===== src/rtl/csi_sync_fifo_pkg.sv =====
// Shared CSI FIFO sizing constants and payload type.
// The DATA_W default of csi_sync_fifo is derived from t_fifo_data.
package csi_param_pkg;
  localparam int CSI_FIFO_MAX_SIZE  = 16;
  localparam int CSI_FIFO_AF_MARGIN = 2;
  localparam int CSI_FIFO_AE_LEVEL  = 2;
endpackage

package csi_typedef_pkg;
  typedef logic [7:0] t_fifo_data;
endpackage


===== src/rtl/csi_fifo_ram.sv =====
// DEPTH x DATA_W storage: clocked write port, asynchronous read port.
// Kept standalone so a vendor RAM macro can be dropped in later.
module csi_fifo_ram #(
  parameter int DATA_W = 8,
  parameter int DEPTH  = 16
) (
  input  logic                     Clk,
  input  logic                     WrEn,
  input  logic [$clog2(DEPTH)-1:0] WrAddr,
  input  logic [DATA_W-1:0]        WrData,
  input  logic [$clog2(DEPTH)-1:0] RdAddr,
  output logic [DATA_W-1:0]        RdData
);

  logic [DATA_W-1:0] mem [DEPTH];

  always_ff @(posedge Clk) begin
    if (WrEn) begin
      mem[WrAddr] <= WrData;
    end
  end

  // Combinational read gives the top its first-word-fall-through head.
  assign RdData = mem[RdAddr];

endmodule


===== src/rtl/csi_sync_fifo.sv =====
// Single-clock FWFT FIFO between CI capture (Rx) and CSI packetiser (Tx),
// with registered occupancy flags, synchronous flush and sticky overflow.
module csi_sync_fifo
  import csi_param_pkg::*;
  import csi_typedef_pkg::*;
#(
  parameter int DATA_W   = $bits(t_fifo_data),
  parameter int DEPTH    = CSI_FIFO_MAX_SIZE,
  parameter int AF_LEVEL = DEPTH - CSI_FIFO_AF_MARGIN,
  parameter int AE_LEVEL = CSI_FIFO_AE_LEVEL
) (
  input  logic                       Clk,
  input  logic                       Rst,
  input  logic                       Flush,
  input  logic                       ValidRx,
  input  logic [DATA_W-1:0]          DataRx,
  output logic                       FullRx,
  output logic                       AlmostFullRx,
  input  logic                       ReadyTx,
  output logic [DATA_W-1:0]          DataTx,
  output logic                       EmptyTx,
  output logic                       AlmostEmptyTx,
  output logic [$clog2(DEPTH+1)-1:0] Count,
  output logic                       OverflowErr
);

  localparam int PW = $clog2(DEPTH);
  localparam int CW = $clog2(DEPTH + 1);
  localparam logic [CW-1:0] DEPTH_C = CW'(DEPTH);
  localparam logic [CW-1:0] AF_C    = CW'(AF_LEVEL);
  localparam logic [CW-1:0] AE_C    = CW'(AE_LEVEL);

  if ((DEPTH < 4) || ((DEPTH & (DEPTH - 1)) != 0)) begin : gDepthCheck
    $fatal(1, "csi_sync_fifo: DEPTH must be a power of 2 and >= 4");
  end
  if (!((AE_LEVEL > 0) && (AE_LEVEL < AF_LEVEL) && (AF_LEVEL < DEPTH))) begin : gLevelCheck
    $fatal(1, "csi_sync_fifo: need 0 < AE_LEVEL < AF_LEVEL < DEPTH");
  end

  logic [PW-1:0] wrPtr;
  logic [PW-1:0] rdPtr;
  logic [CW-1:0] countNext;
  logic          wrEn;
  logic          rdEn;

  // Acceptance uses the registered flags, so a write against a full FIFO is
  // refused even if a read frees a slot in the same cycle.
  always_comb begin
    wrEn      = ValidRx & ~FullRx & ~Flush;
    rdEn      = ReadyTx & ~EmptyTx & ~Flush;
    countNext = Count;
    if (Flush) begin
      countNext = '0;
    end else if (wrEn && !rdEn) begin
      countNext = Count + CW'(1'b1);
    end else if (rdEn && !wrEn) begin
      countNext = Count - CW'(1'b1);
    end
  end

  always_ff @(posedge Clk or posedge Rst) begin
    if (Rst) begin
      wrPtr         <= '0;
      rdPtr         <= '0;
      Count         <= '0;
      FullRx        <= 1'b0;
      EmptyTx       <= 1'b1;
      AlmostFullRx  <= 1'b0;
      AlmostEmptyTx <= 1'b1;
      OverflowErr   <= 1'b0;
    end else begin
      if (Flush) begin
        wrPtr <= '0;
        rdPtr <= '0;
      end else begin
        if (wrEn) wrPtr <= wrPtr + PW'(1'b1);
        if (rdEn) rdPtr <= rdPtr + PW'(1'b1);
      end
      Count         <= countNext;
      FullRx        <= (countNext == DEPTH_C);
      EmptyTx       <= (countNext == '0);
      AlmostFullRx  <= (countNext >= AF_C);
      AlmostEmptyTx <= (countNext <= AE_C);
      OverflowErr   <= Flush ? 1'b0 : (OverflowErr | (ValidRx & FullRx));
    end
  end

  csi_fifo_ram #(
    .DATA_W (DATA_W),
    .DEPTH  (DEPTH)
  ) uRam (
    .Clk    (Clk),
    .WrEn   (wrEn),
    .WrAddr (wrPtr),
    .WrData (DataRx),
    .RdAddr (rdPtr),
    .RdData (DataTx)
  );

endmodule

===== config.mk =====
export PLATFORM = sky130hd
export DESIGN_NAME = csi_sync_fifo
export DESIGN_NICKNAME = d
export VERILOG_FILES = /design/src/rtl/csi_sync_fifo_pkg.sv /design/src/rtl/csi_fifo_ram.sv /design/src/rtl/csi_sync_fifo.sv
export SDC_FILE = /design/constraint.sdc
export NUM_CORES = 1
export LEC_CHECK = 0
export CORE_MARGIN = 5
export CORE_UTILIZATION = 26
export DETAILED_ROUTE_END_ITERATION = 8
export PLACE_DENSITY_LB_ADDON = 0.3
export REMOVE_ABC_BUFFERS = 1
export SLEW_MARGIN = 20
export SYNTH_ARGS = -nofsm -noshare
export SYNTH_HDL_FRONTEND = slang
export SYNTH_SLANG_ARGS = --single-unit
export TNS_END_PERCENT = 30

===== constraint.sdc =====
create_clock -name Clk -period 2.5 [get_ports Clk]
set_input_delay 0.25 -clock Clk [delete_from_list [all_inputs] [get_ports Clk]]
set_output_delay 0.25 -clock Clk [all_outputs]
set_load 0.02 [all_outputs]

==> impl_metrics.ini <==
[setup_path]
crit_slowest_cell = mux4_2
path_cells = buf_12 > buf_12 > mux4_2 > mux4_2 > buf_6
r2r_cells = 7
cp_data_arrival_time_ps = 2250
cp-start-kind = register
crit_family = multiplexers
worstPathRequired_ps = 2250
rrSetupSlack_ps = 480
rr_endpoint = FullRx
path_buf_inv = 3
crit_fanout = 6
startpoint = rdPtr[0]
slowest_delay_ps = 510
cp-end-kind = output port
r2r_start = Count[0]
critPathKind = reg2out

[cts]
cts_max_level = 4
path_clk_slew_ps = 60
clkSinkCount = 146
clock_latency_ps = 410
cts_made_buffers = 17
cts_root_buf = clkbuf_16
cts_tree = yes
cts.hold.buffers_added = 0
cts_buffer_depth = 2

[grt]
grt_max_degree = 36
grt_pass1_vias = 3341
gr-total-overflow = 0
track_usage_pct = 10.95
antenna_found_initial = 0
grt_pass1_wl_mm = 21.22

[timing]
slew_headroom_pct = 50.77
fin_crit_sh_pct = 100.1
worst_clock_skew_ps = 9.164
hold_viol_final = 0
setup_slack_ps = -2.412
max_slew.worst_pin.slew_ps = 737.6
max_freq_ghz = 0.3996
rsz0062_at_grt = true
min_period_ps = 2502
finalSetupViolations = 3
fin_tns_setup_ps = -4.529
final-max-slew-violation-count = 0

[yosys]
ys_ff_latch = 146
post_synth_num_cell_types = 40
syn_inst = 304
synth_area_leaders = edfxtp_1, mux4_1, dfrtp_1
yosys_warnings = 0
synth_top_area_share_pct = 63.87
synth_area_per_cell_um2 = 19.80
synth_flop_cell = edfxtp_1
synth_area_mm2 = 0.006018
synth_edf_count = 128
async_reset_ff_share_pct = 12.33
synth_top_cell_by_area = edfxtp_1
yosysSeqAreaShare_pct = 71.39

[final_layout]
drive_gt1_share_pct = 30.31
nets = 393
diodes = 0
layout_commonest_cell = edfxtp_1
stdcell_count = 671
design_area_mm2 = 0.007456
final_cell_mix = edfxtp_1, mux4_2, nor2_1
fillerInstances = 2175
synthToLayoutAreaGrowth_pct = 23.89

[detailed_routing]
ant_nets = 0
top_layer = met4
met2_length_mm = 6.284
finalWirelength_mm = 13.55
dr_wl_met3_um = 618
wl_met1_mm = 6.459
avgViaCountPerCell = 4.557
vias = 3058
drt_iter0_markers = 230
wl_per_cell_um = 20.19
drc = 0
firstDrtPassIters = 4

[place]
dp_hpwl_mm = 7.872
dpl-instance-area_mm2 = 0.006848
place.gp.congestion = 0.7513
dpl.cell_count = 633
portBuffers = 30

[die]
die_h_um = 162.1
die-area_mm2 = 0.02629
initial_core_util_pct = 26.50
core.rowCount = 55
num_io_pins = 31
core-area_mm2 = 0.02271
die_w_um = 162.1

[pwr]
max-vdd-ir-drop_mv = 0.3908
finalPower_mw = 6.765
power_density_mw_per_mm2 = 907.3
leakage_nw = 2.472

[flow_run]
cap_violations = 0

[worst_hold_path]
hold_class = in2async

[run_status]
status = finished, violations left
failed_checks = negative setup slack
==> cells in the mapped netlist (4+ instances only) <==
cell type,instances
nand2_1,10
xnor2_1,4
clkbuf_1,6
xor2_1,4
mux4_2,10
nor2_1,32
edfxtp_1,128
ha_1,7
dfrtp_1,16
inv_1,8
nor3_1,7
mux4_1,30
==> final cells by class <==
type / count / area [um^2] / share of cell area [%]
sequential: 146 / 4298 / 57.64
multi-input combinational: 136 / 1494 / 20.04
timing repair buffer: 64 / 646.9 / 8.676
clock buffer: 18 / 429.2 / 5.756
tap: 285 / 356.6 / 4.783
clock inverter: 14 / 201.4 / 2.702
inverter: 8 / 30.03 / 0.4028
==> what timing repair did <==
action,4_1_cts,5_1_grt
gates cloned,2,0
gates resized for setup,81,1
endpoints found under the hold margin,0,0
endpoints found under the setup margin,8,8
buffers inserted,7,0
==> report_power, final <==
part	internal, mW	switching (mW)	leakage [nW]	total [mW]
registers	2.74	0.0801	1.39	2.82
clock network	1.69	1.01	0.297	2.70
logic	0.669	0.574	0.784	1.24
total	5.10	1.67	2.47	6.76
==> cell families after synthesis <==
| logic type | count (synthesis) | synth area share (%) |
|---|---|---|
| AND/OR/NAND/NOR | 67 | 5.322 |
| adder cells (fa/ha/maj) | 7 | 1.455 |
| flip-flops | 146 | 71.39 |
| AO/OA/AOI/OAI | 12 | 1.497 |
| buffers and inverters | 22 | 1.975 |
| multiplexers | 42 | 17.19 |
| XOR/XNOR | 8 | 1.164 |
==> routing by layer <==
| layer | global-route usage [%] | vias up |
|---|---|---|
| li1 | - | 1352 |
| met3 | 3.908 | 11 |
| met5 | 0 | - |
| met1 | 15.27 | 1617 |
| met4 | 2.999 | 0 |
| met2 | 16.27 | 78 |
==> per-stage QoR <==
step	setup WS (ps)	hold WS, ps	utilization [%]
6_report	-2.412	264.5	32.83
5_1_grt	-101.8	324.8	32.83
4_1_cts	-43.66	275.4	33.06
3_5_place_dp	-18.76	488.7	30.15
3_3_place_gp	-16.38	487.9	30.15
2_1_floorplan	-96.77	187.1	-
==> worst register-to-register path, stage by stage (launching register included) <==
cell	delay, ps
dfrtp_1	470
inv_1	150
ha_1	180
nand3b_1	100
and3_1	200
nor4_2	430
o22ai_1	190
nor3_1	210
==> how the worst max path moves through the flow <==
stage / endpoint / slack [ps] / cells past startpoint
after floorplan: DataTx[0] / -100 / 2
after global placement: DataTx[4] / -20 / 4
after CTS: DataTx[5] / -40 / 5
final: DataTx[5] / -2 / 5
after global routing: DataTx[7] / -100 / 5
after detailed placement: DataTx[4] / -20 / 4
==> flip-flops by register name (all words and copies together) (netlist names), 4 cells and up <==
register  cells
uRam.mem    128
Count         5
rdPtr         4
wrPtr         4
No activity file was read; power rests on OpenSTA's default activity.
